`config.mk`:
```
export PLATFORM = sky130hd
export DESIGN_NAME = cpu_wb_master_flat
export DESIGN_NICKNAME = d
export VERILOG_FILES = /design/src/rtl/cpu_wb_master_if.sv /design/src/rtl/cpu_wb_master.sv /design/src/flat_wrapper.sv
export SDC_FILE = /design/constraint.sdc
export NUM_CORES = 1
export LEC_CHECK = 0
export CAP_MARGIN = 20
export CORE_MARGIN = 4
export CORE_UTILIZATION = 43
export CTS_CLUSTER_SIZE = 25
export DETAILED_ROUTE_END_ITERATION = 8
export HOLD_SLACK_MARGIN = 0.08
export PLACE_DENSITY = 0.78
export REMOVE_ABC_BUFFERS = 1
export SLEW_MARGIN = 20
export SYNTH_ARGS = -nofsm -noshare
export SYNTH_HDL_FRONTEND = slang
export SYNTH_SLANG_ARGS = --single-unit
```
`constraint.sdc`:
```
create_clock -name wb_clk_i -period 2.7 [get_ports wb_clk_i]
set_input_delay 0.54 -clock wb_clk_i [delete_from_list [all_inputs] [get_ports wb_clk_i]]
set_output_delay 0.54 -clock wb_clk_i [all_outputs]
set_load 0.01 [all_outputs]
```
`src/rtl/cpu_wb_master_if.sv`:
```
// Wishbone B4 classic bus between the CPU load/store master and the interconnect.
// Handshake: the master raises cyc+stb with adr/sel/we/dat_o stable and holds
// them until the slave answers with a single-cycle ack (done) or err (fault).
interface cpu_wb_master_if #(
    parameter int ADDR_W = 32,
    parameter int DATA_W = 32
) ();
    logic [ADDR_W-1:0]   wb_adr_o;
    logic [DATA_W-1:0]   wb_dat_o;
    logic [DATA_W-1:0]   wb_dat_i;
    logic [DATA_W/8-1:0] wb_sel_o;
    logic                wb_we_o;
    logic                wb_cyc_o;
    logic                wb_stb_o;
    logic                wb_ack_i;
    logic                wb_err_i;

    modport master (
        output wb_adr_o, wb_dat_o, wb_sel_o, wb_we_o, wb_cyc_o, wb_stb_o,
        input  wb_dat_i, wb_ack_i, wb_err_i
    );

    modport slave (
        input  wb_adr_o, wb_dat_o, wb_sel_o, wb_we_o, wb_cyc_o, wb_stb_o,
        output wb_dat_i, wb_ack_i, wb_err_i
    );
endinterface

```
`src/rtl/cpu_wb_master.sv`:
```
// Wishbone classic-cycle master for the OTTER CPU memory stage: lane selects,
// store replication, load extension, misalignment/illegal-request rejection,
// bus-error capture and an ACTIVE-cycle watchdog.
module cpu_wb_master #(
    parameter int ADDR_W  = 32,
    parameter int DATA_W  = 32,
    parameter int TIMEOUT = 255
) (
    input  logic              wb_clk_i,
    input  logic              wb_rst_i,
    input  logic              mem_read,
    input  logic              mem_write,
    input  logic              sign,
    input  logic [1:0]        size,
    input  logic [ADDR_W-1:0] addr,
    input  logic [DATA_W-1:0] data_out,
    output logic [DATA_W-1:0] data_in,
    output logic              busy,
    output logic              done,
    output logic              error,
    output logic [1:0]        dbg_state,
    cpu_wb_master_if.master   wb
);
    localparam int SEL_W = DATA_W / 8;
    localparam int OFF_W = $clog2(SEL_W);
    localparam int CNT_W = (TIMEOUT < 2) ? 1 : $clog2(TIMEOUT + 1);
    localparam logic [CNT_W-1:0] TO_LAST = CNT_W'((TIMEOUT > 0) ? TIMEOUT - 1 : 0);

    typedef enum logic [1:0] {
        S_IDLE   = 2'd0,
        S_ACTIVE = 2'd1,
        S_RESP   = 2'd2
    } state_t;

    state_t state_q, state_d;
    logic [CNT_W-1:0]  cnt_q;
    logic [ADDR_W-1:0] adr_q;
    logic [DATA_W-1:0] dat_q;
    logic [SEL_W-1:0]  sel_q;
    logic              we_q;
    logic [OFF_W-1:0]  off_q;
    logic [1:0]        size_q;
    logic              sign_q;

    logic              req_one, req_both, misaligned, timed_out;
    logic [2:0]        align_mask;
    logic [SEL_W-1:0]  sel_calc;
    logic [DATA_W-1:0] dat_calc;
    logic [DATA_W-1:0] rd_shift, rd_ext;
    logic signed [DATA_W-1:0] rd_left;
    logic [6:0]        ext_sh;

    assign req_one   = mem_read ^ mem_write;
    assign req_both  = mem_read & mem_write;
    // Watchdog fires at the end of the TIMEOUT-th ACTIVE cycle.
    assign timed_out = (TIMEOUT != 0) && (cnt_q == TO_LAST);

    // Alignment check: low address bits covered by the access size must be zero.
    always_comb begin
        align_mask = 3'b000;
        case (size)
            2'd0:    align_mask = 3'b000;
            2'd1:    align_mask = 3'b001;
            2'd2:    align_mask = 3'b011;
            default: align_mask = 3'b111;
        endcase
        misaligned = ((addr[2:0] & align_mask) != 3'b000) ||
                     ((size == 2'd3) && (DATA_W == 32));
    end

    // Byte-lane select and replicated store data for the incoming request.
    always_comb begin
        sel_calc = '0;
        dat_calc = data_out;
        case (size)
            2'd0: begin
                sel_calc = SEL_W'(1) << addr[OFF_W-1:0];
                dat_calc = {SEL_W{data_out[7:0]}};
            end
            2'd1: begin
                sel_calc = SEL_W'(2'b11) << addr[OFF_W-1:0];
                dat_calc = {(SEL_W/2){data_out[15:0]}};
            end
            2'd2: begin
                sel_calc = SEL_W'(4'hF) << addr[OFF_W-1:0];
                dat_calc = {(SEL_W/4){data_out[31:0]}};
            end
            default: begin
                sel_calc = '1;
                dat_calc = data_out;
            end
        endcase
    end

    // Load path: right-align the addressed lanes, then sign- or zero-extend
    // by pushing the field to the top and shifting it back down.
    always_comb begin
        rd_shift = wb.wb_dat_i >> {off_q, 3'b000};
        case (size_q)
            2'd0:    ext_sh = 7'(DATA_W - 8);
            2'd1:    ext_sh = 7'(DATA_W - 16);
            2'd2:    ext_sh = 7'(DATA_W - 32);
            default: ext_sh = 7'd0;
        endcase
        rd_left = rd_shift << ext_sh;
        if (sign_q) begin
            rd_ext = rd_shift & ({DATA_W{1'b1}} >> ext_sh);
        end else begin
            rd_ext = rd_left >>> ext_sh;
        end
    end

    // Next-state logic.
    always_comb begin
        state_d = state_q;
        case (state_q)
            S_IDLE: begin
                if (req_both || (req_one && misaligned)) begin
                    state_d = S_RESP;
                end else if (req_one) begin
                    state_d = S_ACTIVE;
                end
            end
            S_ACTIVE: begin
                if (wb.wb_err_i || wb.wb_ack_i || timed_out) begin
                    state_d = S_RESP;
                end
            end
            S_RESP:  state_d = S_IDLE;
            default: state_d = S_IDLE;
        endcase
    end

    // State register and ACTIVE-cycle counter (cleared whenever ACTIVE is left).
    always_ff @(posedge wb_clk_i) begin
        if (wb_rst_i) begin
            state_q <= S_IDLE;
            cnt_q   <= '0;
        end else begin
            state_q <= state_d;
            if (state_q == S_ACTIVE && state_d == S_ACTIVE) begin
                cnt_q <= cnt_q + 1'b1;
            end else begin
                cnt_q <= '0;
            end
        end
    end

    // Request latch on acceptance and result capture on completion.
    always_ff @(posedge wb_clk_i) begin
        if (wb_rst_i) begin
            adr_q   <= '0;
            dat_q   <= '0;
            sel_q   <= '0;
            we_q    <= 1'b0;
            off_q   <= '0;
            size_q  <= 2'd0;
            sign_q  <= 1'b0;
            data_in <= '0;
            error   <= 1'b0;
        end else begin
            if (state_q == S_IDLE && state_d == S_ACTIVE) begin
                adr_q  <= {addr[ADDR_W-1:OFF_W], {OFF_W{1'b0}}};
                dat_q  <= dat_calc;
                sel_q  <= sel_calc;
                we_q   <= mem_write;
                off_q  <= addr[OFF_W-1:0];
                size_q <= size;
                sign_q <= sign;
            end
            if (state_q == S_IDLE && state_d == S_RESP) begin
                error   <= 1'b1;
                data_in <= '0;
            end
            if (state_q == S_ACTIVE && state_d == S_RESP) begin
                if (wb.wb_err_i || !wb.wb_ack_i) begin
                    error   <= 1'b1;
                    data_in <= '0;
                end else begin
                    error   <= 1'b0;
                    data_in <= rd_ext;
                end
            end
        end
    end

    assign wb.wb_adr_o = adr_q;
    assign wb.wb_dat_o = dat_q;
    assign wb.wb_sel_o = sel_q;
    assign wb.wb_we_o  = we_q;
    assign wb.wb_cyc_o = (state_q == S_ACTIVE);
    assign wb.wb_stb_o = (state_q == S_ACTIVE);
    assign busy        = (state_q == S_ACTIVE);
    assign done        = (state_q == S_RESP);
    assign dbg_state   = state_q;
endmodule

```
`src/flat_wrapper.sv`:
```
// flat-port wrapper written by rule: the top's interface ports become plain ports
module cpu_wb_master_flat 
#(
    parameter int ADDR_W  = 32,
    parameter int DATA_W  = 32,
    parameter int TIMEOUT = 255
)
  (wb_clk_i, wb_rst_i, mem_read, mem_write, sign, size, addr, data_out, data_in, busy, done, error, dbg_state, wb_wb_adr_o, wb_wb_dat_o, wb_wb_sel_o, wb_wb_we_o, wb_wb_cyc_o, wb_wb_stb_o, wb_wb_dat_i, wb_wb_ack_i, wb_wb_err_i);
  cpu_wb_master_if #(.ADDR_W(ADDR_W), .DATA_W(DATA_W)) wb_i ();
  input  logic wb_clk_i;
  input  logic wb_rst_i;
  input  logic mem_read;
  input  logic mem_write;
  input  logic sign;
  input  logic [1:0] size;
  input  logic [ADDR_W-1:0] addr;
  input  logic [DATA_W-1:0] data_out;
  output logic [DATA_W-1:0] data_in;
  output logic busy;
  output logic done;
  output logic error;
  output logic [1:0] dbg_state;
  output wire logic [$bits(wb_i.wb_adr_o)-1:0] wb_wb_adr_o;
  output wire logic [$bits(wb_i.wb_dat_o)-1:0] wb_wb_dat_o;
  output wire logic [$bits(wb_i.wb_sel_o)-1:0] wb_wb_sel_o;
  output wire logic [$bits(wb_i.wb_we_o)-1:0] wb_wb_we_o;
  output wire logic [$bits(wb_i.wb_cyc_o)-1:0] wb_wb_cyc_o;
  output wire logic [$bits(wb_i.wb_stb_o)-1:0] wb_wb_stb_o;
  input wire logic [$bits(wb_i.wb_dat_i)-1:0] wb_wb_dat_i;
  input wire logic [$bits(wb_i.wb_ack_i)-1:0] wb_wb_ack_i;
  input wire logic [$bits(wb_i.wb_err_i)-1:0] wb_wb_err_i;
  assign wb_wb_adr_o = wb_i.wb_adr_o;
  assign wb_wb_dat_o = wb_i.wb_dat_o;
  assign wb_wb_sel_o = wb_i.wb_sel_o;
  assign wb_wb_we_o = wb_i.wb_we_o;
  assign wb_wb_cyc_o = wb_i.wb_cyc_o;
  assign wb_wb_stb_o = wb_i.wb_stb_o;
  assign wb_i.wb_dat_i = wb_wb_dat_i;
  assign wb_i.wb_ack_i = wb_wb_ack_i;
  assign wb_i.wb_err_i = wb_wb_err_i;
  cpu_wb_master #(.ADDR_W(ADDR_W), .DATA_W(DATA_W), .TIMEOUT(TIMEOUT)) u_core (.wb_clk_i(wb_clk_i), .wb_rst_i(wb_rst_i), .mem_read(mem_read), .mem_write(mem_write), .sign(sign), .size(size), .addr(addr), .data_out(data_out), .data_in(data_in), .busy(busy), .done(done), .error(error), .dbg_state(dbg_state), .wb(wb_i));
endmodule
```
After elaboration in Yosys (flattened, before gate mapping)
Cells that the tools add are included.
{"block": "totals", "regBits": 115, "in_bits": 105, "wordCells": 65}
{"block": "classes", "reduce_logical": 17, "bitwise_logic": 5, "shift": 7, "n_addsub": 1, "n_eq_ne": 9, "muxes": 15}
{"op": "32-bit 2-to-1 mux", "count": 4}
{"op": "32-bit case mux with 2 select lines", "count": 1}
{"op": "32-bit bitwise AND", "count": 1}
{"op": "32-bit by 5-bit << shifter with 32-bit output", "count": 1}
{"op": "32-bit by 5-bit right shift with 32-bit output", "count": 1}
{"op": "32-bit by 5-bit right shift with 32-bit output, first input constant", "count": 1}
{"op": "32-bit by 5-bit >>> shifter with 32-bit output", "count": 1}
{"op": "4-bit case mux with 3 select lines", "count": 1}
{"op": "5-bit case mux with 2 select lines", "count": 1}
{"op": "3-bit case mux with 3 select lines", "count": 1}
{"op": "8-bit by 1-bit adder with 8-bit output, second input constant", "count": 1}
{"op": "2-bit by 1-bit equality test with 1-bit output, second input constant", "count": 4}
{"op": "2-bit equality test, second input constant", "count": 4}
{"op": "8-bit equality test, second input constant", "count": 1}
{"op": "2-bit logical NOT", "count": 3}
{"op": "2-bit 2-to-1 mux", "count": 3}
{"op": "1-bit logical AND", "count": 5}
{"op": "1-bit logical OR", "count": 5}
{"op": "2-bit case mux with 2 select lines", "count": 1}
{"op": "1-bit by 2-bit << shifter with 4-bit output, first input constant", "count": 1}
{"op": "2-bit by 2-bit << shifter with 4-bit output, first input constant", "count": 1}
{"op": "4-bit by 2-bit << shifter with 4-bit output, first input constant", "count": 1}
{"op": "3-bit bitwise AND", "count": 1}
{"op": "1-bit 2-to-1 mux", "count": 3}
{"op": "other kinds (7)", "count": 7}

Logic depth before layout (Yosys ltp)
Gate-level depths: netlist (run 1).
{"block": "logic_depth", "word_depth": 13, "mapped_depth": 9, "depth_no_buf": 6}

Worst setup path after synthesis (run 1)
OpenSTA, ideal clock, no wires.
{"block": "synth_timing", "path_kind": "in2reg", "startpoint": "input port size[0]", "endpoint": "register u_core.data_in[30]", "slack_ns": 0.660, "setup_time_ns": 0.122, "arrival_ns": 1.918, "stages": 8, "path_cell_list": "inv_1 -> ha_1 -> buf_4 -> nand2b_1 -> nand4b_1 -> a31oi_2 -> buf_2 -> a221o_1"}
{"block": "synth_via", "elab_chain_len": 12, "elab_cells_between_ends": 17, "cone_classes": "4 x eq/ne; 4 x mux; 1 x bitwise; 8 x reduce/logical"}
{"item": "start: declaration", "line_no": "flat_wrapper.sv:15", "source": "input logic [1:0] size;"}
{"item": "2-bit equality test, or another cell as far along", "line_no": "cpu_wb_master.sv:61", "source": "case (size)"}
{"item": "3-bit case mux with 3 select lines", "line_no": "cpu_wb_master.sv:61"}
{"item": "3-bit bitwise AND", "line_no": "cpu_wb_master.sv:67", "source": "misaligned = ((addr[2:0] & align_mask) != 3'b000) ||"}
{"item": "3-bit nonzero test", "line_no": "cpu_wb_master.sv:67"}
{"item": "1-bit logical OR *", "line_no": "cpu_wb_master.sv:67"}
{"item": "1-bit logical AND *", "line_no": "cpu_wb_master.sv:118", "source": "if (req_both || (req_one && misaligned)) begin"}
{"item": "1-bit logical OR *", "line_no": "cpu_wb_master.sv:118"}
{"item": "2-bit 2-to-1 mux *", "line_no": "cpu_wb_master.sv:118"}
{"item": "2-bit case mux with 2 select lines *", "line_no": "cpu_wb_master.sv:116", "source": "case (state_q)"}
{"item": "2-bit equality test *", "line_no": "cpu_wb_master.sv:171, cpu_wb_master.sv:175"}
{"item": "1-bit logical AND, on equally long branches", "line_no": "cpu_wb_master.sv:175, cpu_wb_master.sv:171"}
{"item": "32-bit 2-to-1 mux / 2-bit nonzero test (equally long branches)"}
{"item": "end signal: assignment", "line_no": "cpu_wb_master.sv:181", "source": "data_in <= rd_ext;"}
{"item": "end: declaration", "line_no": "cpu_wb_master.sv:17", "source": "output logic [DATA_W-1:0] data_in,"}
Mark *: on every way between the ends. The rest lies on a longest branch, timed or not.
A chain may end at the register's enable or synchronous reset.

Worst setup path in the final report (run 1)
{"block": "layout_timing", "startpoint": "register u_core.state_q[0] (netlist: u_core.dbg_state[0])", "endpoint": "output port wb_wb_cyc_o"}
{"block": "layout_via", "elab_chain_len": 1}
{"item": "start: declaration", "line_no": "cpu_wb_master.sv:35", "source": "state_t state_q, state_d;"}
{"item": "start signal: assignment", "line_no": "cpu_wb_master.sv:140", "source": "state_q <= state_d;"}
{"item": "2-bit by 1-bit equality test with 1-bit output", "line_no": "cpu_wb_master.sv:191", "source": "assign wb.wb_cyc_o = (state_q == S_ACTIVE);"}
{"item": "end: declaration", "line_no": "flat_wrapper.sv:27", "source": "output wire logic [$bits(wb_i.wb_cyc_o)-1:0] wb_wb_cyc_o;"}
Every way passes these cells.

==> impl_metrics.ini, run 1 <==
[clock_network]
post_cts_buffers = 0
cts.path.max_buffers = 2
clk_pin_slew_ns = 0.05
htree_levels = 4
postCtsHoldBufs = 0
worstSkewPairLatency_ns = 0.42
cts_resized = 0
ctsRootBufferMaster = clkbuf_16
cts_buffers = 17
cts_tree = done
clkSinkCount = 115

[final_layout]
fin_nets = 888
multi_input_area_um2 = 2500
n_antenna_cell = 0
final_cell_mix = clkdlybuf4s50_1, dfxtp_1, a21oi_1, o21ai_0, nand3_1
area_delta_synth_final_pct = 55.6
fin_area_um2 = 7970
drive_gt1_frac = 0.0940
layout_commonest_cell = clkdlybuf4s50_1
n_fill_cell = 910
seq_area_um2 = 2300

[worst_setup_path]
worst-path-buf-inv = 2
worst_ep_required_time_ns = 2.16
worst-path-max-fanout = 6
worstReg2RegStart = u_core.cnt_q[0]$_SDFF_PP0_
reg2reg_slack_ns = 0.71
cp-end-kind = output port
slowest_delay_ns = 0.58
critPathKind = reg -> out
ff2ff_path_depth = 6
start_kind = register
worstPathArrival_ns = 1.74
critical_path.top_delay_family = buffers and inverters
cp_cell_sequence = inv_1, nor2_1, clkdlybuf4s50_1
slowest_stage = clkdlybuf4s50_1
r2r-end = u_core.data_in[3]$_SDFFE_PP0P_

[drt]
wl_per_cell_um = 18.9
drt_iter0_markers = 406
wl_um = 17600
firstDrtPassIters = 5
drc_errors = 0
vias_per_cell = 5.80
postRouteAntennaNets = 0
vias = 5392

[timing]
fin_skew_ns = 0.00790
finalHoldViolations = 0
rsz0062_at_grt = no
final-setup-viol-count = 0
fin_crit_ns = 2.28
holdWs_ns = 0.468
period_share = 0.843
tns_ns = 0
worst_pin_slew_ns = 0.924
slew_viol_final = 0
timing.fmax_mhz = 439
slew_headroom = 0.384

[pwr]
cellPowerDensity_nw_per_um2 = 620
internal-power_mw = 3.67
p_sw_mw = 1.27
clkPwrFrac = 0.465
swShare = 0.257
irDropWorstVdd_mv = 0.360
leakagePower_nw = 2.80
power_frac_comb = 0.169
pwr-share-seq = 0.367

[synthesis]
ys_seq_area_frac = 0.449
ys_types = 47
synth_edf_count = 0
synth-main-ff-cell = dfxtp_1
async_flop_share = 0
synth_warnings = 0
synthCells = 582
ys_ff_latch = 115
avgSynthCellArea_um2 = 8.81
syn_area_um2 = 5120

[global_routing]
grt_max_degree = 86
antenna_found_initial = 0
grtUsageTotal = 0.253
grt_pass1_vias = 5329
grt_overflow_total = 0
grt_pass1_wl_um = 27100

[placement]
dp_hpwl_um = 12400
io_buffers = 210
placed_area_um2 = 7360
gp_congestion = 0.873

[floorplan]
fp-row-count = 39
die_height_um = 117
dieArea_um2 = 13700
initial_utilization = 0.443
io_pins = 213
die_x_um = 117
core_area_um2 = 11600

[min_path]
hp-class = reg -> reg
hold_depth = 1
worstHoldStart = u_core.data_in[11]$_SDFFE_PP0P_
min_to = u_core.data_in[11]$_SDFFE_PP0P_

[status]
status = completed

[flow_run]
drv_cap = 0
## routing by layer
layer / part of all wire / track usage / vias to the layer above / routed length, um
li1: - / - / 2538 / -
met3: 0.11 / 0.0931 / 33 / 1860
met1: 0.40 / 0.308 / 2546 / 7120
met5: 0 / 0 / - / 0
met2: 0.47 / 0.408 / 275 / 8200
met4: 0.023 / 0.0979 / 0 / 407
## registers in the layout, indices dropped and copies added (netlist names)
name	cells
u_core.error	1
u_core.wb.wb_dat_o	32
u_core.wb.wb_adr_o	30
u_core.off_q	2
u_core.wb.wb_sel_o	4
u_core.sign_q	1
u_core.dbg_state	2
u_core.data_in	32
u_core.wb.wb_we_o	1
u_core.cnt_q	8
u_core.size_q	2
## area by class of cell
type / count / share of cell area
inverter: 15 / 0.00706
clock buffer: 19 / 0.0568
timing repair buffer: 232 / 0.292
tap: 143 / 0.0224
multi-input combinational: 393 / 0.314
sequential: 115 / 0.289
clock inverter: 13 / 0.0198
## per-stage QoR
stage           util  cells  power (mW)  setup slack (ns)
2_1_floorplan      -    523        2.17             -1.10
3_3_place_gp   0.637    898        2.66             0.167
3_5_place_dp   0.637    898        2.68            0.0905
4_1_cts        0.689    930        4.97             0.406
5_1_grt        0.689    930        5.13             0.315
6_report       0.689    930        4.95             0.424
## how the worst max path moves through the flow
| stage | cells past startpoint | from | slack (ns) | end |
|---|---|---|---|---|
| floorplan | 4 | mem_read | -1.10 | u_core.wb.wb_dat_o[10]$_SDFFE_PP0P_ |
| global placement | 8 | size[0] | 0.17 | u_core.wb.wb_sel_o[2]$_SDFFE_PP0P_ |
| detailed placement | 8 | size[0] | 0.09 | u_core.wb.wb_sel_o[1]$_SDFFE_PP0P_ |
| CTS | 3 | u_core.dbg_state[0]$_SDFF_PP0_ | 0.41 | wb_wb_cyc_o |
| global route | 8 | size[0] | 0.31 | u_core.wb.wb_sel_o[3]$_SDFFE_PP0P_ |
| finish | 3 | u_core.dbg_state[0]$_SDFF_PP0_ | 0.42 | wb_wb_cyc_o |
## power by group through the flow
stage	Combinational (mW)	Sequential, mW	Clock [mW]
2_1_floorplan	0.299	1.88	0
3_3_place_gp	0.817	1.85	0
3_5_place_dp	0.827	1.85	0
4_1_cts	0.834	1.81	2.32
5_1_grt	0.898	1.82	2.41
6_report	0.834	1.81	2.30
## logic make-up (layout without fill, tap and decap cells)
group | Yosys count | after routing | synth area share
AO/OA/AOI/OAI | 221 | 221 | 0.276
XOR/XNOR | 6 | 6 | 0.0103
adder cells (fa/ha/maj) | 9 | 9 | 0.0220
buffers and inverters | 75 | 279 | 0.0654
flip-flops | 115 | 115 | 0.449
multiplexers | 24 | 24 | 0.0515
other | 1 | 2 | 0.000732
AND/OR/NAND/NOR | 131 | 131 | 0.125
## cell usage after synthesis, drive strengths merged, types with 9 or more instances
master | instances | area [um2]
dfxtp | 115 | 2300
ha | 9 | 113
nand3 | 47 | 235
inv | 15 | 56.3
a221o | 16 | 160
mux2i | 14 | 140
a21oi | 88 | 440
nand2 | 25 | 93.8
a311oi | 24 | 210
clkbuf | 35 | 133
nor2 | 28 | 110
mux2 | 9 | 101
buf | 25 | 146
o21ai | 60 | 300
Note: power is estimated with default switching activity, not from simulation.
==> inputs of run 2 (changes only) <==
- clock period: 2.7 -> 2.15 ns (I/O delays scaled with it)
==> impl_metrics.ini, run 2 (synthesis results as in run 1) <==
[status]
status = completed

[floorplan]
core_area_um2 = 11600
fp-row-count = 39
die_height_um = 117
dieArea_um2 = 13700
die_x_um = 117
io_pins = 213
initial_utilization = 0.443

[timing]
fin_skew_ns = 0.00878
period_share = 0.954
slew_headroom = 0.456
layout_setup_ws_ns = 0.0996
rsz0062_at_grt = no
fin_crit_ns = 2.05
tns_ns = 0
finalHoldViolations = 0
holdWs_ns = 0.448
final-setup-viol-count = 0
timing.fmax_mhz = 488
slew_viol_final = 0
worst_pin_slew_ns = 0.810

[final_layout]
fin_util = 0.704
area_delta_synth_final_pct = 58.9
fin_nets = 909
instances_no_fill = 953
final_cell_mix = clkdlybuf4s50_1, dfxtp_1, a21oi_1, o21ai_0, nand3_1
drive_gt1_frac = 0.116
layout_commonest_cell = clkdlybuf4s50_1
fin_area_um2 = 8150
n_fill_cell = 886

[global_routing]
grt_overflow_total = 0
grt_max_degree = 58
grt_pass1_wl_um = 27400
antenna_found_initial = 3
grtUsageTotal = 0.256
grt_pass1_vias = 5462

[clock_network]
clkSinkCount = 115
cts_buffers = 17
ctsRootBufferMaster = clkbuf_16
cts_tree = done
cts.path.max_buffers = 2
worstSkewPairLatency_ns = 0.41
htree_levels = 4
clk_pin_slew_ns = 0.05

[pwr]
leakagePower_nw = 2.91
pwr-share-seq = 0.381
internal-power_mw = 4.40
power_mw = 5.98
power_frac_comb = 0.189
irDropWorstVdd_mv = 0.489
swShare = 0.264
p_sw_mw = 1.58
cellPowerDensity_nw_per_um2 = 734
clkPwrFrac = 0.431

[placement]
dp_hpwl_um = 12900
placed_area_um2 = 7570
place_ws_ns = -0.443
dp_cells = 918
io_buffers = 210
gp_congestion = 0.869

[worst_setup_path]
critPathKind = reg -> out
startpoint = u_core.dbg_state[1]$_SDFF_PP0_
cp-end-kind = output port
slowest_delay_ns = 0.54
reg2reg_slack_ns = 0.26
slowest_stage = clkdlybuf4s50_1
start_kind = register
worstReg2RegStart = u_core.cnt_q[0]$_SDFF_PP0_
worst_ep_required_time_ns = 1.72
cp_cell_sequence = buf_4, nor2b_1, clkdlybuf4s50_1
worstPathArrival_ns = 1.62
worst-path-max-fanout = 8

[min_path]
hp-class = reg -> reg
worstHoldStart = u_core.data_in[11]$_SDFFE_PP0P_

[drt]
postRouteAntennaNets = 0
wl_per_cell_um = 18.7
wl_um = 17900
drc_errors = 0
vias = 5505
firstDrtPassIters = 5
drt_iter0_markers = 406
vias_per_cell = 5.78

[flow_run]
drv_cap = 0
run 2: cell types whose count changed in the layout (fill, tap and decap cells not counted), sizes merged:
cell           change
clkdlybuf4s50      -2
diode              +2
dlymetal6s2s       +2
clkbuf             +3
bufinv             -2
buf               +21
inv                -1
run 2: power groups by stage:
stage | Sequential (mW) | Clock (mW) | Combinational, mW
2_1_floorplan | 2.36 | 0 | 0.376
3_3_place_gp | 2.32 | 0 | 1.09
3_5_place_dp | 2.32 | 0 | 1.11
4_1_cts | 2.27 | 2.60 | 1.12
5_1_grt | 2.28 | 2.70 | 1.21
6_report | 2.28 | 2.57 | 1.13
run 2: path summary, 6_finish.rpt:
kind | depth (start not counted) | to
max reg2reg | 6 | u_core.cnt_q[6]$_SDFF_PP0_
max | 3 | done
min | 1 | u_core.data_in[11]$_SDFFE_PP0P_
min reg2reg | 1 | u_core.data_in[11]$_SDFFE_PP0P_
run 2: per-layer routing:
layer,GRT usage,part of all wire
met4,0.102,0.018
met2,0.425,0.48
met1,0.304,0.40
met3,0.0879,0.10
met5,0,0.00073
run 2: final cells by class:
type | count | area (um2) | share of cell area
antenna | 2 | 5.00 | 0.000614
clock buffer | 22 | 454 | 0.0558
clock inverter | 10 | 85.1 | 0.0104
inverter | 15 | 56.3 | 0.00691
multi-input combinational | 393 | 2510 | 0.308
sequential | 115 | 2300 | 0.283
tap | 143 | 179 | 0.0220
timing repair buffer | 253 | 2550 | 0.314
run 2: what timing repair did:
item                       CTS  global route
pin swaps                    0             1
gates resized for setup      2             5
cloned                       0             0
setup endpoints to repair    4            83
buffers inserted             0             1
hold buffers                 0             0
run 2: worst max-delay path, delay by kind of cell, from the launching register on:
kind                   cells  cell delay, ns
buffers and inverters      2            0.73
DFF                        1            0.35
and+or+nand+nor            1            0.14
==> inputs of run 3 (changes only) <==
- CORE_UTILIZATION: 43 -> 46
- PLACE_DENSITY: 0.78 -> 0.83
- clock period: 2.15 -> 2.6 ns (I/O delays scaled with it)
==> impl_metrics.ini, run 3 (synthesis results as in run 1) <==
[status]
status = completed

[floorplan]
io_pins = 213
initial_utilization = 0.471
die_height_um = 114
die_x_um = 114
fp-row-count = 38
dieArea_um2 = 12900
core_area_um2 = 10900

[flow_run]
drv_cap = 0

[drt]
vias_per_cell = 5.84
wl_um = 17300
postRouteAntennaNets = 0
wl_per_cell_um = 18.6
drc_errors = 0
firstDrtPassIters = 5
drt_iter0_markers = 493
vias = 5416

[clock_network]
postCtsHoldBufs = 0
ctsRootBufferMaster = clkbuf_8
worstSkewPairLatency_ns = 0.51
htree_levels = 4
cts_buffers = 17
cts.path.max_buffers = 2
cts_resized = 0
post_cts_buffers = 0
cts_tree = done
clk_pin_slew_ns = 0.06
clkSinkCount = 115

[min_path]
hp-class = reg -> reg

[timing]
slew_headroom = 0.396
holdWs_ns = 0.466
layout_setup_ws_ns = 0.313
fin_skew_ns = 0.0102
slew_viol_final = 0
finalHoldViolations = 0
worst_pin_slew_ns = 0.907
fin_crit_ns = 2.29
tns_ns = 0
period_share = 0.880
rsz0062_at_grt = no
final-setup-viol-count = 0
timing.fmax_mhz = 437

[final_layout]
fin_nets = 888
fin_util = 0.727
n_antenna_cell = 0
instances_no_fill = 927
fin_area_um2 = 7920
n_fill_cell = 834
layout_commonest_cell = clkdlybuf4s50_1
drive_gt1_frac = 0.0940
area_delta_synth_final_pct = 54.5
final_cell_mix = clkdlybuf4s50_1, dfxtp_1, a21oi_1, o21ai_0, nand3_1

[worst_setup_path]
worst_ep_required_time_ns = 2.08
worst-path-max-fanout = 6
worstPathArrival_ns = 1.77
critPathKind = reg -> out
cp-end-kind = output port
start_kind = register

[global_routing]
grt_max_degree = 86
grtUsageTotal = 0.262
antenna_found_initial = 0
grt_pass1_wl_um = 27400
grt_pass1_vias = 5405
grt_overflow_total = 0

[pwr]
pwr-share-seq = 0.382
swShare = 0.281
power_frac_comb = 0.176
cellPowerDensity_nw_per_um2 = 623
irDropWorstVdd_mv = 0.357
internal-power_mw = 3.55
power_mw = 4.94
leakagePower_nw = 2.78
clkPwrFrac = 0.442
p_sw_mw = 1.39

[placement]
placed_area_um2 = 7360
gp_congestion = 0.882
dp_cells = 895
place_ws_ns = -0.0248
io_buffers = 210
dp_hpwl_um = 12400
-- run 3: worst paths after layout --
| check | startpoint | end | slack (ns) | cells past startpoint |
|---|---|---|---|---|
| worst max register to register | u_core.dbg_state[1]$_SDFF_PP0_ | u_core.data_in[27]$_SDFFE_PP0P_ | 0.59 | 4 |
| worst min register to register | u_core.error$_SDFFE_PP0P_ | u_core.error$_SDFFE_PP0P_ | 0.47 | 1 |
| worst min-delay path | u_core.error$_SDFFE_PP0P_ | u_core.error$_SDFFE_PP0P_ | 0.47 | 1 |
| worst max-delay path | u_core.dbg_state[0]$_SDFF_PP0_ | wb_wb_stb_o | 0.31 | 3 |
-- run 3: cell type report --
class | instances | area (um2) | share of cell area
multi-input cells | 393 | 2500 | 0.316
clock inverters | 15 | 145 | 0.0183
clock buffers | 17 | 414 | 0.0523
inverters | 15 | 56.3 | 0.00711
repair buffers | 232 | 2320 | 0.294
well taps | 140 | 175 | 0.0221
flip-flops and latches | 115 | 2300 | 0.291
-- run 3: critical path, stage by stage (launching register included) --
cell and delay [ns]:
dfxtp_1 0.45, inv_1 0.09, nor2_1 0.17, clkdlybuf4s50_1 0.57
-- run 3: power groups by stage --
stage | logic [mW] | registers, mW | clock network (mW)
final | 0.870 | 1.88 | 2.18
after global routing | 0.933 | 1.89 | 2.28
after CTS | 0.865 | 1.88 | 2.20
after detailed placement | 0.859 | 1.92 | 0
after global placement | 0.837 | 1.92 | 0
after floorplan | 0.311 | 1.95 | 0
-- run 3: metal layers --
metal  track usage  wire, um  vias to the layer above
li1              -         -                     2540
met1         0.319      6730                     2515
met2         0.441      8430                      342
met3        0.0891      1830                       19
met4        0.0793       297                        0
met5             0         0                        -
